--- config.mk ---
export PLATFORM = sky130hd
export DESIGN_NAME = l1_data_cache_ctrl_wb
export DESIGN_NICKNAME = d
export VERILOG_FILES = /design/src/rtl/l1d_ctrl_pkg.sv /design/src/rtl/l1_data_write_buffer.sv /design/src/rtl/l1_data_cache_ctrl_wb.sv
export SDC_FILE = /design/constraint.sdc
export NUM_CORES = 1
export LEC_CHECK = 0
export CORE_AREA = 2 2 410 412
export CTS_BUF_LIST = sky130_fd_sc_hd__clkbuf_16
export DETAILED_ROUTE_END_ITERATION = 7
export DIE_AREA = 0 0 412 414
export MAX_ROUTING_LAYER = met4
export PLACE_DENSITY = 0.5
export SYNTH_ARGS = -nofsm -noshare
export SYNTH_HDL_FRONTEND = slang
export SYNTH_SLANG_ARGS = --single-unit
--- constraint.sdc ---
create_clock -name iCLOCK -period 10.1 [get_ports iCLOCK]
set_input_delay 1.01 -clock iCLOCK [delete_from_list [all_inputs] [get_ports iCLOCK]]
set_output_delay 1.01 -clock iCLOCK [all_outputs]
set_load 0.05 [all_outputs]
--- src/rtl/l1d_ctrl_pkg.sv ---
// Shared types for the L1 data cache controller: FSM states, the posted
// write buffer entry layout and the critical-beat-first wrap helper.
package l1d_ctrl_pkg;

  typedef enum logic [2:0] {
    ST_IDLE     = 3'd0,
    ST_LOOKUP   = 3'd1,
    ST_FILL_REQ = 3'd2,
    ST_FILL_GET = 3'd3,
    ST_FILL_OUT = 3'd4,
    ST_IO_REQ   = 3'd5,
    ST_IO_WAIT  = 3'd6
  } state_e;

  typedef struct packed {
    logic [31:0] addr;
    logic [3:0]  mask;
    logic [31:0] data;
  } wbuf_entry_t;

  // Beat index of the step-th beat of a fill that starts at 'start'.
  // 'mask' is LINE_BEATS-1, so the index wraps inside the line.
  function automatic logic [3:0] wrap_beat(input logic [3:0] start,
                                           input logic [3:0] step,
                                           input logic [3:0] mask);
    return (start + step) & mask;
  endfunction

endpackage

--- src/rtl/l1_data_write_buffer.sv ---
// Posted write buffer: small synchronous FIFO with a show-ahead head entry.
module l1_data_write_buffer
  import l1d_ctrl_pkg::*;
#(
  parameter int unsigned DEPTH = 4
) (
  input  logic        iCLOCK,
  input  logic        inRESET,
  input  logic        push_i,
  input  wbuf_entry_t push_entry_i,
  input  logic        pop_i,
  output logic        full_o,
  output logic        empty_o,
  output wbuf_entry_t head_o
);

  localparam int unsigned AW = $clog2(DEPTH);

  wbuf_entry_t     mem_q [DEPTH];
  logic [AW-1:0]   wr_ptr_q;
  logic [AW-1:0]   rd_ptr_q;
  logic [AW:0]     count_q;
  logic            do_push;
  logic            do_pop;

  assign full_o  = (count_q == (AW+1)'(DEPTH));
  assign empty_o = (count_q == '0);
  assign head_o  = mem_q[rd_ptr_q];
  assign do_push = push_i && !full_o;
  assign do_pop  = pop_i && !empty_o;

  // Entry storage; contents only matter once the count says they are valid.
  always_ff @(posedge iCLOCK) begin
    if (do_push) mem_q[wr_ptr_q] <= push_entry_i;
  end

  // Pointer and occupancy bookkeeping.
  always_ff @(posedge iCLOCK or negedge inRESET) begin
    if (!inRESET) begin
      wr_ptr_q <= '0;
      rd_ptr_q <= '0;
      count_q  <= '0;
    end else begin
      if (do_push) wr_ptr_q <= wr_ptr_q + AW'(1);
      if (do_pop)  rd_ptr_q <= rd_ptr_q + AW'(1);
      if (do_push && !do_pop)      count_q <= count_q + (AW+1)'(1);
      else if (do_pop && !do_push) count_q <= count_q - (AW+1)'(1);
    end
  end

endmodule

--- src/rtl/l1_data_cache_ctrl_wb.sv ---
// L1 data cache controller with configurable line length, critical-beat-first
// fill with early restart, and a posted write-through write buffer.
module l1_data_cache_ctrl_wb
  import l1d_ctrl_pkg::*;
#(
  parameter int unsigned LINE_BEATS    = 8,
  parameter int unsigned WBUF_DEPTH    = 4,
  parameter int unsigned IO_FIXED      = 0,
  parameter logic [31:0] IO_FIXED_ADDR = 32'hFFFF_0000
) (
  input  logic                    iCLOCK,
  input  logic                    inRESET,
  input  logic                    iREMOVE,
  input  logic                    iIOSR_VALID,
  input  logic [31:0]             iIOSR,
  input  logic                    iLDST_REQ,
  output logic                    oLDST_BUSY,
  input  logic                    iLDST_RW,
  input  logic [3:0]              iLDST_MASK,
  input  logic [31:0]             iLDST_ADDR,
  input  logic [31:0]             iLDST_DATA,
  output logic                    oLDST_VALID,
  output logic [31:0]             oLDST_DATA,
  output logic                    oCACHE_RD_REQ,
  output logic [31:0]             oCACHE_RD_ADDR,
  input  logic                    iCACHE_RD_VALID,
  input  logic                    iCACHE_RD_HIT,
  input  logic [31:0]             iCACHE_RD_DATA,
  output logic                    oCACHE_UP_REQ,
  output logic [3:0]              oCACHE_UP_MASK,
  output logic [31:0]             oCACHE_UP_ADDR,
  output logic [31:0]             oCACHE_UP_DATA,
  output logic                    oCACHE_WR_REQ,
  output logic [31:0]             oCACHE_WR_ADDR,
  output logic [64*LINE_BEATS-1:0] oCACHE_WR_DATA,
  output logic                    oCACHE_FLUSH,
  output logic                    oDATA_REQ,
  input  logic                    iDATA_LOCK,
  output logic                    oDATA_RW,
  output logic [3:0]              oDATA_MASK,
  output logic [31:0]             oDATA_ADDR,
  output logic [31:0]             oDATA_DATA,
  input  logic                    iDATA_VALID,
  input  logic [63:0]             iDATA_DATA,
  output logic                    oIO_REQ,
  input  logic                    iIO_BUSY,
  output logic                    oIO_RW,
  output logic [31:0]             oIO_ADDR,
  output logic [31:0]             oIO_DATA,
  input  logic                    iIO_VALID,
  input  logic [31:0]             iIO_DATA
);

  localparam int unsigned IDXW      = (LINE_BEATS > 1) ? $clog2(LINE_BEATS) : 1;
  localparam int unsigned CW        = $clog2(LINE_BEATS + 1);
  localparam int unsigned OCW       = $clog2(2 * WBUF_DEPTH + 1);
  localparam logic [OCW-1:0] OC_MAX = OCW'(2 * WBUF_DEPTH);
  localparam logic [3:0]  BEAT_MASK = 4'(LINE_BEATS - 1);
  localparam logic [31:0] LINE_MASK = 32'(LINE_BEATS * 8 - 1);
  localparam logic [CW-1:0] LAST    = CW'(LINE_BEATS - 1);

  state_e          state_q, state_d;
  logic [31:0]     addr_q, addr_d;
  logic [31:0]     data_q, data_d;
  logic            rw_q, rw_d;
  logic [31:0]     iosr_q, iosr_d;
  logic            iosr_valid_q, iosr_valid_d;
  logic            flush_q, flush_d;
  logic            wr_ack_q, wr_ack_d;
  logic [CW-1:0]   issued_q, issued_d;
  logic [CW-1:0]   resp_q, resp_d;
  logic [OCW-1:0]  oc_q, oc_d;
  logic [63:0]     line_q [0:(1<<IDXW)-1];

  logic [31:0]     io_start;
  logic            io_ok;
  logic            req_is_io;
  logic            wbuf_push, wbuf_pop, wbuf_full, wbuf_empty;
  wbuf_entry_t     wbuf_head;
  logic            wbuf_quiet, in_fill, fill_rx, fill_issue, drain_issue;
  logic [3:0]      start_beat, issue_beat, resp_beat;
  logic [31:0]     line_base;

  assign io_start   = (IO_FIXED != 0) ? IO_FIXED_ADDR : iosr_q;
  assign io_ok      = (IO_FIXED != 0) || iosr_valid_q;
  assign req_is_io  = (iLDST_ADDR >= io_start);
  assign wbuf_quiet = wbuf_empty && (oc_q == '0);
  assign in_fill    = (state_q == ST_FILL_REQ) || (state_q == ST_FILL_GET);
  // A fill only starts with nothing outstanding and never bumps the count,
  // so with a zero count every response during a fill is a fill beat.
  assign fill_rx    = iDATA_VALID && in_fill && (oc_q == '0);
  assign fill_issue = (state_q == ST_FILL_REQ) && wbuf_quiet;
  // Fills and IO wait for an empty buffer, so draining never competes with them.
  assign drain_issue = !wbuf_empty && (oc_q != OC_MAX);
  assign wbuf_pop   = drain_issue && !iDATA_LOCK;
  assign start_beat = addr_q[6:3] & BEAT_MASK;
  assign issue_beat = wrap_beat(start_beat, 4'(issued_q), BEAT_MASK);
  assign resp_beat  = wrap_beat(start_beat, 4'(resp_q), BEAT_MASK);
  assign line_base  = addr_q & ~LINE_MASK;
  assign oCACHE_WR_ADDR = line_base;
  assign oCACHE_FLUSH   = iREMOVE;

  for (genvar gi = 0; gi < LINE_BEATS; gi++) begin : g_line_out
    assign oCACHE_WR_DATA[gi*64 +: 64] = line_q[gi];
  end

  l1_data_write_buffer #(.DEPTH(WBUF_DEPTH)) u_wbuf (
    .iCLOCK       (iCLOCK),
    .inRESET      (inRESET),
    .push_i       (wbuf_push),
    .push_entry_i ('{addr: iLDST_ADDR, mask: iLDST_MASK, data: iLDST_DATA}),
    .pop_i        (wbuf_pop),
    .full_o       (wbuf_full),
    .empty_o      (wbuf_empty),
    .head_o       (wbuf_head)
  );

  // Next-state and output decode for the request FSM and the shared data bus.
  always_comb begin
    state_d      = state_q;
    addr_d       = addr_q;
    data_d       = data_q;
    rw_d         = rw_q;
    iosr_d       = iosr_q;
    iosr_valid_d = iosr_valid_q;
    flush_d      = flush_q;
    wr_ack_d     = 1'b0;
    issued_d     = issued_q;
    resp_d       = resp_q;
    oc_d         = oc_q;
    wbuf_push    = 1'b0;
    oLDST_BUSY   = 1'b1;
    oLDST_VALID  = wr_ack_q;
    oLDST_DATA   = '0;
    oCACHE_RD_REQ  = 1'b0;
    oCACHE_RD_ADDR = '0;
    oCACHE_UP_REQ  = 1'b0;
    oCACHE_UP_MASK = '0;
    oCACHE_UP_ADDR = '0;
    oCACHE_UP_DATA = '0;
    oCACHE_WR_REQ  = 1'b0;
    oDATA_REQ  = 1'b0;
    oDATA_RW   = 1'b0;
    oDATA_MASK = '0;
    oDATA_ADDR = '0;
    oDATA_DATA = '0;
    oIO_REQ    = 1'b0;
    oIO_RW     = rw_q;
    oIO_ADDR   = '0;
    oIO_DATA   = '0;

    if (iIOSR_VALID) begin
      iosr_d       = iIOSR;
      iosr_valid_d = 1'b1;
    end

    if (fill_issue) begin
      oDATA_REQ  = 1'b1;
      oDATA_RW   = 1'b1;
      oDATA_MASK = 4'hF;
      oDATA_ADDR = line_base | (32'(issue_beat) << 3);
    end else if (drain_issue) begin
      oDATA_REQ  = 1'b1;
      oDATA_MASK = wbuf_head.mask;
      oDATA_ADDR = wbuf_head.addr;
      oDATA_DATA = wbuf_head.data;
    end

    if (wbuf_pop && !(iDATA_VALID && !fill_rx))             oc_d = oc_q + OCW'(1);
    else if (!wbuf_pop && iDATA_VALID && !fill_rx && oc_q != '0) oc_d = oc_q - OCW'(1);

    unique case (state_q)
      ST_IDLE: begin
        if (io_ok) begin
          if (!iLDST_REQ) begin
            oLDST_BUSY = 1'b0;
          end else if (req_is_io) begin
            oLDST_BUSY = !wbuf_quiet;
            if (wbuf_quiet) begin
              addr_d  = iLDST_ADDR - io_start;
              data_d  = iLDST_DATA;
              rw_d    = iLDST_RW;
              state_d = ST_IO_REQ;
            end
          end else if (!iLDST_RW) begin
            oLDST_BUSY = wbuf_full;
            if (!wbuf_full) begin
              wbuf_push      = 1'b1;
              wr_ack_d       = 1'b1;
              oCACHE_UP_REQ  = 1'b1;
              oCACHE_UP_MASK = iLDST_MASK;
              oCACHE_UP_ADDR = iLDST_ADDR;
              oCACHE_UP_DATA = iLDST_DATA;
            end
          end else begin
            oLDST_BUSY     = 1'b0;
            oCACHE_RD_REQ  = 1'b1;
            oCACHE_RD_ADDR = {iLDST_ADDR[31:2], 2'b00};
            addr_d         = iLDST_ADDR;
            rw_d           = 1'b1;
            state_d        = ST_LOOKUP;
          end
        end
      end
      ST_LOOKUP: begin
        if (iCACHE_RD_VALID && iCACHE_RD_HIT) begin
          oLDST_VALID = 1'b1;
          oLDST_DATA  = iCACHE_RD_DATA;
          state_d     = ST_IDLE;
        end else if (iCACHE_RD_VALID) begin
          issued_d = '0;
          resp_d   = '0;
          flush_d  = iREMOVE;
          state_d  = ST_FILL_REQ;
        end
      end
      ST_FILL_REQ: begin
        if (fill_issue && !iDATA_LOCK) begin
          issued_d = issued_q + CW'(1);
          if (issued_q == LAST) state_d = ST_FILL_GET;
        end
      end
      ST_FILL_GET: begin
        if (fill_rx && resp_q == LAST) state_d = ST_FILL_OUT;
      end
      ST_FILL_OUT: begin
        oCACHE_WR_REQ = (LINE_BEATS > 1) && !flush_q && !iREMOVE;
        state_d       = ST_IDLE;
      end
      ST_IO_REQ: begin
        oIO_REQ  = 1'b1;
        oIO_ADDR = addr_q;
        oIO_DATA = data_q;
        if (!iIO_BUSY) state_d = ST_IO_WAIT;
      end
      ST_IO_WAIT: begin
        if (iIO_VALID) begin
          oLDST_VALID = 1'b1;
          oLDST_DATA  = iIO_DATA;
          state_d     = ST_IDLE;
        end
      end
      default: state_d = ST_IDLE;
    endcase

    if (in_fill && iREMOVE) flush_d = 1'b1;

    // The first returning beat is the critical one: hand its word back early.
    if (fill_rx) begin
      resp_d = resp_q + CW'(1);
      if (resp_q == '0) begin
        oLDST_VALID = 1'b1;
        oLDST_DATA  = addr_q[2] ? iDATA_DATA[63:32] : iDATA_DATA[31:0];
      end
    end
  end

  // Control and request state registers.
  always_ff @(posedge iCLOCK or negedge inRESET) begin
    if (!inRESET) begin
      state_q      <= ST_IDLE;
      addr_q       <= '0;
      data_q       <= '0;
      rw_q         <= 1'b0;
      iosr_q       <= '0;
      iosr_valid_q <= 1'b0;
      flush_q      <= 1'b0;
      wr_ack_q     <= 1'b0;
      issued_q     <= '0;
      resp_q       <= '0;
      oc_q         <= '0;
    end else begin
      state_q      <= state_d;
      addr_q       <= addr_d;
      data_q       <= data_d;
      rw_q         <= rw_d;
      iosr_q       <= iosr_d;
      iosr_valid_q <= iosr_valid_d;
      flush_q      <= flush_d;
      wr_ack_q     <= wr_ack_d;
      issued_q     <= issued_d;
      resp_q       <= resp_d;
      oc_q         <= oc_d;
    end
  end

  // Line assembly: each fill beat lands at its wrapped index.
  always_ff @(posedge iCLOCK or negedge inRESET) begin
    if (!inRESET) begin
      for (int i = 0; i < (1 << IDXW); i++) line_q[i] <= '0;
    end else if (fill_rx) begin
      line_q[resp_beat[IDXW-1:0]] <= iDATA_DATA;
    end
  end

endmodule

; Word-level counts from Yosys, hierarchy flattened
; Memory sizes are Yosys's and may differ from the RTL's.
; Index checks and enable logic that the tools add are counted.
[word_totals]
register_bits = 634
ramBits = 272
in_bits = 240
out_inout_bits = 818
wordCells = 217
mem_count = 1
[mem_list]
columns = memory, words, width, rd, rd_ports_with_merged_regs, wr, line
row1 = u_wbuf.mem_q, 4, 68, 1, 0, 1, l1_data_write_buffer.sv:19  ; wbuf_entry_t mem_q [DEPTH];
[op_classes]
n_addsub = 11
magnitude_cmp = 3
eq_ne = 25
muxes = 101
bitwise_logic = 2
n_reduce_logical = 52
[op_table]
columns = op, n
row1 = $mux W32, 31
row2 = $bwmux W512, 1
row3 = $demux W64 S3, 1
row4 = $mux W64, 1
row5 = $pmux W32 S2, 1
row6 = $mux W4, 15
row7 = $mux W3, 14
row8 = $mux W1, 34
row9 = $ge A32 B32 Y1, 1
row10 = $or A32 B6 Y32, 1
row11 = $sub A32 B32 Y32, 1
row12 = $logic_and A1 B1 Y1, 21
row13 = $pmux W3 S6, 1
row14 = $reduce_bool A2 Y1, 8
row15 = $ne A2 B2 Y1 const B, 7
row16 = $add A4 B1 Y4 const B, 3
row17 = $eq A3 B3 Y1 const B, 4
row18 = $logic_not A1 Y1, 11
row19 = $ne A2 B1 Y1 const B, 5
row20 = $reduce_and A10 Y1, 1
row21 = $reduce_and A5 Y1, 2
row22 = $ne A3 B3 Y1 const B, 3
row23 = $eq A4 B3 Y1 const B, 2
row24 = $logic_not A4 Y1, 2
row25 = 18 further kinds, 23

; Longest topological paths before layout
[depth]
word_depth = 12
mapped_depth = 17
mapped_depth_nobuf = 15

; By module
; A second synthesis with hierarchy kept.
[unflattened]
cells_unflattened = 2681
hier_area_um2 = 38889.8
[modules_own_cells]
columns = mod, n_inst, cells_per_inst, area_per_inst_um2, seq_area_each_um2
row1 = l1_data_cache_ctrl_wb, 1, 2289, 28577.4, 15690.0
row2 = l1_data_write_buffer, 1, 392, 10312.4, 8343.0

; Least setup slack after synthesis
; OpenSTA, ideal clock, no wires.
[synth_timing]
path_type = input to output
startpoint = input iLDST_ADDR[4]
endpoint = output oCACHE_RD_ADDR[13]
t_arrival_ps = 4128
t_required_ps = 9090
slack_ps = 4962
cell_stages = 9
n_path_buf = 2
path_cell_list = ha_1 -> a21o_1 -> a21oi_2 -> a211oi_2 -> nor3_1 -> o21bai_4 -> buf_2 -> buf_2 -> nor4_1
[synth_between]
elab_chain_len = 5
[synth_rtl]
columns = element, line
row1 = start: declaration, l1_data_cache_ctrl_wb.sv:20  ; input logic [31:0] iLDST_ADDR,
row2 = $ge A32 B32 Y1, l1_data_cache_ctrl_wb.sv:86  ; assign req_is_io = (iLDST_ADDR >= io_start);
row3 = $mux W32, l1_data_cache_ctrl_wb.sv:177  ; end else if (req_is_io) begin
row4 = $mux W32, l1_data_cache_ctrl_wb.sv:175  ; if (!iLDST_REQ) begin
row5 = $mux W32, l1_data_cache_ctrl_wb.sv:174  ; if (io_ok) begin
row6 = $mux W32, l1_data_cache_ctrl_wb.sv:172  ; unique case (state_q)
row7 = end: declaration, l1_data_cache_ctrl_wb.sv:25  ; output logic [31:0] oCACHE_RD_ADDR,
; No other way between the ends.

; Worst setup path after layout
[layout_timing]
startpoint = input iLDST_ADDR[5]
endpoint = output oCACHE_RD_ADDR[7]
; Same word-level chain as after synthesis.

==> flow_metrics.env <==
export IMPL_maxCapViolations=0
export IMPL_clkSinkCount=906
export IMPL_routed_wl_mm=152
export IMPL_ff_latch_area_um2=24000
export IMPL_drcViolationCount=0
export IMPL_critPathCaptureType="primary output"
export IMPL_rows=150
export IMPL_yosys_most_used_dff="dfrtp_1"
export IMPL_cts_setup_buffers=0
export IMPL_grt_usage=0.178
export IMPL_synth_edf_count=272
export IMPL_slew_headroom=0.289
export IMPL_rsz0062_at_grt="no"
export IMPL_critPathMaxFanout=26
export IMPL_die_area_um2=171000
export IMPL_path_clk_slew_ns=0.06
export IMPL_whs_ns=0.289
export IMPL_cp_top_family="simple AND/OR/NAND/NOR gates"
export IMPL_ys_warn_count=0
export IMPL_ys_ff_latch=906
export IMPL_cts_tree="done"
export IMPL_fp_coreArea_um2=166000
export IMPL_critPathBufInv=2
export IMPL_cp_data_required_time_ns=9.09
export IMPL_period_minus_slack_ns=6.59
export IMPL_r2r_slack_ns=5.75
export IMPL_grt_pass1_wl_mm=212
export IMPL_synth_cell_types=71
export IMPL_crit_arrival_ns=5.58
export IMPL_die_x_um=412
export IMPL_postLayoutCoreUtil=0.331
export IMPL_drv_slew=0
export IMPL_drt_wirelength_per_cell_um=25.4
export IMPL_cpPeakStageDelay_ns=0.89
export IMPL_clock_root_buffer="clkbuf_16"
export IMPL_max_freq_mhz=152
export IMPL_setup_tns_ns=0
export IMPL_critPathKind="in2out"
export IMPL_antenna_found_initial=14
export IMPL_port_buffers=1049
export IMPL_multiInputGateArea_um2=13800
export IMPL_io_pin_count=1058
export IMPL_post_place_cells=5795
export IMPL_cp_slowest_cell="nor3_4"
export IMPL_path_depth=10
export IMPL_synth_seq_area_share=0.619
export IMPL_status="finished clean"
export IMPL_final_setup_viol_count=0
export IMPL_gr_total_overflow=0
export IMPL_post_route_cells_drive_above_1_share=0.216
export IMPL_fin_skew_ns=0.0445
export IMPL_netlist_area_um2=38800
export IMPL_final_cell_count_no_fill=5991
export IMPL_first_global_vias=27000
export IMPL_min_path_type="in2async"
export IMPL_ctsHoldBuffers=0
export IMPL_fillCellCount=16600
export IMPL_final_net_count=3986
export IMPL_layout_cells_most_common="clkdlybuf4s50_1"
export IMPL_hpwl_mm=109
export IMPL_ant_nets=0
export IMPL_avgSynthCellArea_um2=14.7
export IMPL_worstMarginPinSlew_ns=1.07
export IMPL_h_tree_depth=3
export IMPL_cp_start_kind="input pin"
export IMPL_dr_total_vias=26600
export IMPL_fin_crit_sh=0.653
export IMPL_rr_endpoint="u_wbuf.mem_q[0][6]$_DFFE_PP_"
export IMPL_fin_area_um2=55100
export IMPL_start_util=0.234
export IMPL_cts_resized=0
export IMPL_peakVddDrop_uv=147
export IMPL_cts_path_max_buffers=3
export IMPL_mostFrequentLayoutCells="1047 x clkdlybuf4s50_1, 630 x dfrtp_1, 499 x mux2_2"
export IMPL_gp_congestion=0.825
export IMPL_drtIter0Drc=1463
export IMPL_p_per_area_nw_per_um2=299
export IMPL_area_growth_pct=41.7
export IMPL_grt_max_degree=140
export IMPL_hold_viol_final=0
export IMPL_r2r_worst_path_cells=11
export IMPL_via_per_inst=4.44
export IMPL_cp_common_cell="clkdlybuf4s50_1"
export IMPL_syn_inst=2651
export IMPL_leakagePower_nw=23.3
export IMPL_firstDrtPassIters=6
export IMPL_placed_cell_area_um2=51800
export IMPL_crit_chain="clkdlybuf4s50_1 > ha_1 > nand3_1 > o21bai_1 > a211oi_2 > nor3_1 > o21bai_4 > nor3_4 > and2_1 > clkdlybuf4s50_1"
export IMPL_cts_made_buffers=104
export IMPL_async_flop_share=0.700
export IMPL_clock_latency_ns=0.73
export IMPL_fp_dieH_um=414
export IMPL_r2r_start="io_start[4]$_DFFE_PN0P_"
## per-stage QoR
stage	power, mW	setup slack (ns)
2_1_floorplan	10.0	4.96
3_3_place_gp	13.0	3.47
3_5_place_dp	13.0	3.31
4_1_cts	16.7	3.32
5_1_grt	17.1	3.21
6_report	16.5	3.51
## cells in the mapped netlist, types with 23 or more instances
master / n / area, um2
xnor2_1: 25 / 219
edfxtp_1: 272 / 8170
mux2_1: 49 / 552
nor2_1: 35 / 131
buf_2: 43 / 215
dfrtp_1: 634 / 15900
a21oi_1: 53 / 265
ha_1: 44 / 551
o21ai_1: 23 / 115
inv_1: 60 / 225
buf_4: 50 / 375
mux4_2: 68 / 1530
mux2_2: 499 / 5620
and3_1: 70 / 438
mux2i_1: 56 / 561
clkbuf_1: 82 / 308
a22oi_1: 32 / 240
and2_1: 137 / 857
a22o_1: 28 / 245
nand2_1: 118 / 443
o21ai_0: 99 / 495
## flip-flops by register name, indices dropped and copies added, names as in the netlist
signal and cells:
u_wbuf.rd_ptr_q 2, resp_q 4, data_q 32, u_wbuf.mem_q 272, oIO_RW 1, io_ok 1, issued_q 4, addr_q 32
oc_q 4, state_q 3, flush_q 1, u_wbuf.count_q 3, io_start 32, oCACHE_WR_DATA 512, u_wbuf.wr_ptr_q 2, wr_ack_q 1
## final cells by class
class	instances	share of cell area
Sequential cell	906	0.437
Timing Repair Buffer	1115	0.200
Clock buffer	105	0.0477
Multi-Input combinational cell	1509	0.250
Tap cell	2204	0.0501
Inverter	61	0.00416
Antenna cell	5	0.000227
Clock inverter	86	0.0106
## kinds of logic (layout without fill, tap and decap cells)
kind of cell             after synthesis  count (layout)  share of synthesized area
flip-flops                           906             906                      0.619
multiplexers                         672             672                      0.213
AND/OR/NAND/NOR                      436             436                     0.0623
AO/OA/AOI/OAI                        302             302                     0.0501
buffers and inverters                243            1367                     0.0297
adder cells (fa/ha/maj)               49              49                     0.0167
XOR/XNOR                              42              42                    0.00966
other                                  1              13                  0.0000965
## worst max-delay path by stage
stage                   from            endpoint
2_1_floorplan  iLDST_ADDR[4]  oCACHE_RD_ADDR[13]
3_3_place_gp   iLDST_ADDR[5]   oCACHE_RD_ADDR[7]
3_5_place_dp   iLDST_ADDR[5]   oCACHE_RD_ADDR[7]
4_1_cts        iLDST_ADDR[5]   oCACHE_RD_ADDR[7]
5_1_grt        iLDST_ADDR[5]   oCACHE_RD_ADDR[7]
6_report       iLDST_ADDR[5]   oCACHE_RD_ADDR[7]
## worst reg2reg max path: stages (launching register included)
cell	delay (ns)
dfrtp_1	0.35
inv_1	0.14
ha_1	0.32
a21o_1	0.23
a21oi_2	0.21
a211oi_2	0.11
nor3_1	0.46
o21bai_4	0.22
a2111oi_4	0.38
buf_4	0.30
and2_4	0.45
buf_4	0.70
## routing by layer
metal | vias to the layer above | track usage | wire length [um]
met3 | 191 | 0.0400 | 8190
met1 | 13900 | 0.216 | 64100
met4 | 0 | 0.0532 | 4550
li1 | 11700 | - | -
met5 | - | - | 0
met2 | 791 | 0.296 | 75400
## power breakdown
part	internal [mW]	switching, mW	total [mW]
clock network	2.00	1.61	3.60
logic	2.63	5.12	7.74
registers	4.55	0.564	5.11
total	9.17	7.29	16.5
(Power assumes the default switching activity.)
